[config.mk]
export PLATFORM = sky130hd
export DESIGN_NAME = tag_lookup_sequencer
export DESIGN_NICKNAME = d
export VERILOG_FILES = /design/src/rtl/tag_lookup_sequencer.sv
export SDC_FILE = /design/constraint.sdc
export NUM_CORES = 1
export LEC_CHECK = 0
export CAP_MARGIN = 20
export CORE_MARGIN = 4
export CORE_UTILIZATION = 50
export CTS_BUF_LIST = sky130_fd_sc_hd__clkbuf_4
export CTS_CLUSTER_SIZE = 10
export DETAILED_ROUTE_END_ITERATION = 10
export GPL_TIMING_DRIVEN = 1
export PLACE_DENSITY_LB_ADDON = 0.1
export SLEW_MARGIN = 20
export SYNTH_ARGS = -nofsm -noshare
export SYNTH_HDL_FRONTEND = slang
export SYNTH_SLANG_ARGS = --single-unit
[constraint.sdc]
create_clock -name clk -period 6.1 [get_ports clk]
set_input_delay 1.83 -clock clk [delete_from_list [all_inputs] [get_ports clk]]
set_output_delay 1.83 -clock clk [all_outputs]
set_load 0.05 [all_outputs]
[src/rtl/tag_lookup_sequencer.sv]
// Sequential L2 set lookup: scans the tag array one way per cycle through a
// single shared comparator and returns hit/miss plus hit way over valid/ready.
module tag_lookup_sequencer #(
   parameter int unsigned TAG_BITS = 12,
   parameter int unsigned WAYS     = 8,
   parameter int unsigned WAY_BITS = 3
) (
   input  logic                clk,
   input  logic                rst_n,
   input  logic                req_valid,
   output logic                req_ready,
   input  logic [TAG_BITS-1:0] req_tag,
   output logic                rd_en,
   output logic [WAY_BITS-1:0] rd_way,
   input  logic [TAG_BITS-1:0] rd_tag,
   input  logic                rd_valid,
   output logic                resp_valid,
   input  logic                resp_ready,
   output logic                resp_hit,
   output logic [WAY_BITS-1:0] resp_way,
   output logic [31:0]         hit_count,
   output logic [31:0]         miss_count
);

   localparam int unsigned CNT_W = 32;
   // Issue pointer must be able to hold WAYS itself to mark "all ways issued".
   localparam int unsigned PTR_W = WAY_BITS + 1;

   typedef enum logic [1:0] {
      ST_IDLE = 2'd0,
      ST_SCAN = 2'd1,
      ST_RESP = 2'd2
   } state_e;

   state_e              state_q,      state_d;
   logic [TAG_BITS-1:0] tag_q,        tag_d;
   logic [PTR_W-1:0]    issue_ptr_q,  issue_ptr_d;
   logic                cmp_valid_q,  cmp_valid_d;
   logic [WAY_BITS-1:0] cmp_way_q,    cmp_way_d;
   logic                req_ready_q,  req_ready_d;
   logic                rd_en_q,      rd_en_d;
   logic [WAY_BITS-1:0] rd_way_q,     rd_way_d;
   logic                resp_valid_q, resp_valid_d;
   logic                resp_hit_q,   resp_hit_d;
   logic [WAY_BITS-1:0] resp_way_q,   resp_way_d;
   logic [CNT_W-1:0]    hit_count_q,  hit_count_d;
   logic [CNT_W-1:0]    miss_count_q, miss_count_d;

   logic tag_match_c;
   logic last_way_c;

   // Shared comparator: data returned for the way issued last cycle.
   always_comb begin
      tag_match_c = cmp_valid_q && rd_valid && (rd_tag == tag_q);
      last_way_c  = cmp_valid_q && (cmp_way_q == WAY_BITS'(WAYS - 1));
   end

   // Next-state and registered-output decode.
   always_comb begin
      state_d      = state_q;
      tag_d        = tag_q;
      issue_ptr_d  = issue_ptr_q;
      cmp_valid_d  = cmp_valid_q;
      cmp_way_d    = cmp_way_q;
      req_ready_d  = req_ready_q;
      rd_en_d      = rd_en_q;
      rd_way_d     = rd_way_q;
      resp_valid_d = resp_valid_q;
      resp_hit_d   = resp_hit_q;
      resp_way_d   = resp_way_q;
      hit_count_d  = hit_count_q;
      miss_count_d = miss_count_q;

      unique case (state_q)
         ST_IDLE: begin
            if (req_valid) begin
               state_d     = ST_SCAN;
               tag_d       = req_tag;
               req_ready_d = 1'b0;
               rd_en_d     = 1'b1;
               rd_way_d    = '0;
               issue_ptr_d = PTR_W'(1);
               cmp_valid_d = 1'b0;
               cmp_way_d   = '0;
            end
         end

         ST_SCAN: begin
            // The read on the bus this cycle is compared next cycle.
            cmp_valid_d = rd_en_q;
            cmp_way_d   = rd_way_q;
            if (issue_ptr_q < PTR_W'(WAYS)) begin
               rd_en_d     = 1'b1;
               rd_way_d    = issue_ptr_q[WAY_BITS-1:0];
               issue_ptr_d = issue_ptr_q + PTR_W'(1);
            end else begin
               rd_en_d = 1'b0;
            end

            if (tag_match_c) begin
               state_d      = ST_RESP;
               rd_en_d      = 1'b0;
               cmp_valid_d  = 1'b0;
               resp_valid_d = 1'b1;
               resp_hit_d   = 1'b1;
               resp_way_d   = cmp_way_q;
            end else if (last_way_c) begin
               state_d      = ST_RESP;
               rd_en_d      = 1'b0;
               cmp_valid_d  = 1'b0;
               resp_valid_d = 1'b1;
               resp_hit_d   = 1'b0;
               resp_way_d   = '0;
            end
         end

         ST_RESP: begin
            if (resp_ready) begin
               state_d      = ST_IDLE;
               resp_valid_d = 1'b0;
               req_ready_d  = 1'b1;
               if (resp_hit_q) begin
                  if (hit_count_q != '1) hit_count_d = hit_count_q + CNT_W'(1);
               end else begin
                  if (miss_count_q != '1) miss_count_d = miss_count_q + CNT_W'(1);
               end
            end
         end

         default: begin
            state_d      = ST_IDLE;
            req_ready_d  = 1'b1;
            rd_en_d      = 1'b0;
            resp_valid_d = 1'b0;
         end
      endcase
   end

   // State and output registers; reset drops any scan or response in flight.
   always_ff @(posedge clk or negedge rst_n) begin
      if (!rst_n) begin
         state_q      <= ST_IDLE;
         tag_q        <= '0;
         issue_ptr_q  <= '0;
         cmp_valid_q  <= 1'b0;
         cmp_way_q    <= '0;
         req_ready_q  <= 1'b1;
         rd_en_q      <= 1'b0;
         rd_way_q     <= '0;
         resp_valid_q <= 1'b0;
         resp_hit_q   <= 1'b0;
         resp_way_q   <= '0;
         hit_count_q  <= '0;
         miss_count_q <= '0;
      end else begin
         state_q      <= state_d;
         tag_q        <= tag_d;
         issue_ptr_q  <= issue_ptr_d;
         cmp_valid_q  <= cmp_valid_d;
         cmp_way_q    <= cmp_way_d;
         req_ready_q  <= req_ready_d;
         rd_en_q      <= rd_en_d;
         rd_way_q     <= rd_way_d;
         resp_valid_q <= resp_valid_d;
         resp_hit_q   <= resp_hit_d;
         resp_way_q   <= resp_way_d;
         hit_count_q  <= hit_count_d;
         miss_count_q <= miss_count_d;
      end
   end

   assign req_ready  = req_ready_q;
   assign rd_en      = rd_en_q;
   assign rd_way     = rd_way_q;
   assign resp_valid = resp_valid_q;
   assign resp_hit   = resp_hit_q;
   assign resp_way   = resp_way_q;
   assign hit_count  = hit_count_q;
   assign miss_count = miss_count_q;

endmodule
After elaboration in Yosys (flattened, before gate mapping)
Index checks and enable logic that the tools add are counted.
{ "classes": {"n_addsub": 3, "n_lt_le_gt_ge": 1, "n_eq_ne": 10, "muxes": 31, "bitwise_logic": 4, "reduce_logical": 16} }
{ "op_table": {"columns": ["operator", "n"], "rows": [
  ["32-bit by 1-bit adder with 32-bit output, second input constant", 2],
  ["32-bit != test, second input constant", 2],
  ["1-bit 2-to-1 mux", 13],
  ["12-bit equality test", 1],
  ["3-bit 2-to-1 mux", 4],
  ["3-bit case mux with 2 select lines", 2],
  ["3-bit AND reduction", 4],
  ["1-bit case mux with 3 select lines", 3],
  ["2-bit 2-to-1 mux", 4],
  ["4-bit 2-to-1 mux", 2],
  ["4-bit case mux with 2 select lines", 1],
  ["2-bit AND reduction", 4],
  ["4-bit AND reduction", 2],
  ["2-bit != test, second input constant", 3],
  ["2-bit case mux with 3 select lines", 1],
  ["4-bit by 1-bit adder with 4-bit output, second input constant", 1],
  ["4-bit < comparator, second input constant", 1],
  ["1-bit inverter", 4],
  ["2-bit nonzero test", 2],
  ["3-bit equality test, second input constant", 1],
  ["1-bit logical AND", 3],
  ["3-bit != test, second input constant", 1],
  ["2-bit by 1-bit equality test with 1-bit output, second input constant", 1],
  ["2-bit equality test, second input constant", 1],
  ["2 further kinds", 2]
]} }
{ "totals": {"ff_bits": 96, "in_bits": 29, "word_cells": 78} }

Longest topological paths before layout
{ "depth": {"word_depth": 5, "mapped_depth": 7} }

Least setup slack after synthesis
OpenSTA, ideal clock, no wires.
{ "synth_timing": {"path_type": "input to register", "start": "input resp_ready", "end": "register miss_count_q[29], in the netlist miss_count[29]", "arrival_ns": 3.136, "required_time_ns": 5.958, "slack_ns": 2.822, "stages": 5, "path_buffers": 0, "path_cell_list": "nand4bb_1 or4_4 a2111oi_4 nand3_1 xnor2_1"} }
{ "synth_between": {"elab_chain_cells": 1} }
{ "synth_rtl": {"columns": ["item", "line_no", "rtl"], "rows": [
  ["start: declaration", "18", "input logic resp_ready,"],
  ["4-bit AND reduction (no line)", null, null],
  ["end signal: assignment", "168", "miss_count_q <= miss_count_d;"],
  ["end: declaration", "47", "logic [CNT_W-1:0] miss_count_q, miss_count_d;"]
]} }
No other way between the ends.
A chain may end at the register's enable or synchronous reset.

Worst setup path after layout
{ "layout_timing": {"start": "register req_ready_q, in the netlist req_ready", "end": "output req_ready"} }
{ "layout_rtl": {"columns": ["item", "line_no", "rtl"], "rows": [
  ["start: declaration", "40", "logic req_ready_q, req_ready_d;"],
  ["start signal: assignment", "161", "req_ready_q <= req_ready_d;"],
  ["end: declaration", "11", "output logic req_ready,"]
]} }
No word-level cell between the ends.

==> metrics.md <==
| Metric | Value |
|---|---|
| Setup TNS | 0 ns |
| Yosys reg bits | between 90 and 100 |
| CTS tree | done |
| Clk_skew | between 0.02 and 0.025 ns |
| DRT Wirelength | between 10 and 15 mm |
| Post-Syn Area | 4590 um^2 |
| Total number of vias | 3,602 |
| Final setup violation count | 0 |
| Compound-gate portion of the synthesized area | 0.0553 |
| Max-cap violations | 0 |
| Fmax | 0.274 GHz |
| Pins over their slew limit | 0 |
| Die Wd | between 100 and 150 um |
| Detail Route Antenna Nets | 0 |
| Pwr dens | approximately 260 nW/um^2 |
| Clk Tree Root Cell | clkbuf_4 |
| Nets | between 500 and 600 |
| Post-route clock period utilization | 0.598 |
| CP Cell Sequence | clkdlybuf4s50_1 |
| Count leader, synth | dfrtp_1 |
| Worst Path Buf+Inv | 1 |
| Synth area leaders | dfrtp_1 (52%), xnor2_1 (9.0%), xor2_1 (4.6%) |
| Post-Place Cells | ~630 |
| WS Path Type | reg -> out |
| Overall power | between 1.5 and 2 mW |
| Crit path DAT | around 1.8 ns |
| # port buffers | around 100 |
| Layout Cells excl Fill | 647 |
| Clock slew at reported path FFs | 0.14 ns |
| Min-Delay Path Class | reg -> reg |
| H-tree Lvls | 3 |
| IO Pins | ~100 |
| IR drop worst, VDD | 0.280 mV |
| Crit-path max FO | 3 |
| Unrepaired setup endpoints after global routing | no |
| Synth Net Count | 456 |
| Post-synth EDFFs | 0 |
| Commonest cells in the synthesized netlist | dfrtp_1 (95), nand2_1 (47), xnor2_1 (47), nand3_1 (40) |
| Post-synthesis xor/xnor area fraction | 0.135 |
| Die height | about 100 um |
| Pin count of the biggest net entering global routing | 60 |
| First-pass GRT wire length | approximately 18 mm |
| Later-pin clock latency in the skew report | 0.43 ns |
| Layout cells sized above 1 | 0.0798 |
| Gr ovfl total | 0 |
| Row count | 34 |
| Vias in the first global route | 3,653 |
| Post-Synth Adder-Cell Area | 0.00818 |
| Vias/cell | 5.57 |
| Syn_area_per_cell | 10.8 um^2 |
| Starting Density | 0.519 |
| Slowest CP cell | clkdlybuf4s50_1 |
| Slew margin rel. | 0.485 |
| Syn Inst Count | ~420 |
| Post-CTS Setup Inserts | 0 |
| Fin. Hold Viols | 0 |
| Detailed-route DRC error count | 0 |
| GP Congestion | 0.832 |
| Ant. Diodes | 0 |
| Largest delay share family, worst path | buffers and inverters |
| DIE AREA | around 11,000 um^2 |
| Dpl ws | a little over 2 ns |
| Final WS setup | about 2.5 ns |
| 1st-iter DRT viols | between 100 and 150 |
| Ys flop type | dfrtp_1 |
| Fraction of the mapped netlist area in simple logic gates | 0.230 |
| Seq/Total Area, Yosys | 0.524 |
| Leak pwr | about 2.4 nW |
| Max clock buf depth | 2 |
| Area delta synth->final | 27.5% |
| Count of cell types in the netlist | 47 |
| Worst slew pin tran | between 0.7 and 0.8 ns |
| Total track usage | 0.194 |
| Initial antenna violation count | 0 |
| Status | completed |
| CP Data Required Time | about 4.3 ns |
| Clock sink total | between 90 and 100 |
| Post-CTS Hold Buffers | 0 |
| CP Launch Type | flip-flop |
| Drt first pass iters | 4 |
| Cts repair resizes | 0 |
| Core area | 8850 um^2 |
| CP Capture Type | output pin |
| Routed len/inst | 15.7 um |
| Crit path largest cell delay | 0.81 ns |
| Yosys top cell by area | dfrtp_1 |
| Largest family of logic cells by synthesized area | simple AND/OR/NAND/NOR gates |
| CTS buffer count | 9 |
| Share of synthesized flip-flops with an asynchronous set or reset | 1.00 |
| Min Clock Period, post-route | between 3 and 4 ns |
| Synth warn | 0 |
| HPWL after DPL | about 7.6 mm |
| Mux contribution to synthesized area | 0.0365 |
| Yosys top cell area share | 0.518 |
-- placed cells by master (no fill, tap or decap), types with 3 or more instances in the layout --
master,n
a22o_1,3
and3_1,11
and4_1,8
buf_4,3
clkbuf_4,9
clkdlybuf4s50_1,101
clkinvlp_4,3
dfrtp_1,95
ha_1,3
inv_1,8
mux2_2,13
nand2_1,47
nand2b_1,5
nand3_1,40
nand4_1,14
nor2_1,24
nor3_1,12
nor4_1,6
o21ai_0,13
or4_1,3
xnor2_1,47
xor2_1,24
-- stage by stage --
step	utilization	cell area (um^2)	hold slack, ns
6_report	0.662	5850	0.499
5_1_grt	0.662	5850	0.524
4_1_cts	0.662	5850	0.506
3_5_place_dp	0.649	5740	0.474
3_3_place_gp	0.649	5740	0.468
2_1_floorplan	-	4590	0.480
-- flip-flops by register name (all words and copies together), names as in the netlist --
register,flops
cmp_valid_q,1
cmp_way_q,3
hit_count,32
issue_ptr_q,4
miss_count,32
rd_en,1
rd_way,3
req_ready,1
resp_hit,1
resp_valid,1
resp_way,3
state_q,2
tag_q,12
-- path summary, 6_finish.rpt --
check	startpoint	endpoint	slack, ns	depth (start not counted)
max in group asynchronous	rst_n	miss_count[28]	3.70	2
min reg2reg	resp_valid	resp_valid	0.50	2
max reg2reg	miss_count[0]	miss_count[1]	3.68	6
min	resp_valid	resp_valid	0.50	2
min in group asynchronous	rst_n	miss_count[15]	1.44	1
max	req_ready	req_ready	2.45	1
-- per-layer routing --
layer / wire (um) / part of all wire / global-route usage / up-vias
li1: - / - / - / 1719
met1: 4730 / 0.46 / 0.266 / 1771
met2: 4830 / 0.47 / 0.310 / 95
met3: 451 / 0.044 / 0.0342 / 17
met4: 174 / 0.017 / 0.0703 / 0
met5: 0 / 0 / 0 / -
-- power breakdown --
part	leakage, nW	internal, mW	switching [mW]	total [mW]
logic	1.11	0.175	0.238	0.414
clock network	0.0536	0.0833	0.213	0.296
registers	1.27	0.732	0.0807	0.813
total	2.44	0.991	0.532	1.52
-- cell families after synthesis --
group           count (synthesis)
simple gates                  192
flops                          96
xor+xnor                       71
compound gates                 34
mux                            15
buf+inv                        13
fa+ha+maj                       3
-- layout make-up --
class	instances	area (um^2)
Fill cell	705	2990
Sequential cell	96	2400
Multi-Input combinational cell	315	2140
Timing Repair Buffer	104	1030
Tap cell	108	135
Clock buffer	9	67.6
Clock inverter	7	47.5
Inverter	8	30.0
(Power assumes the default switching activity.)
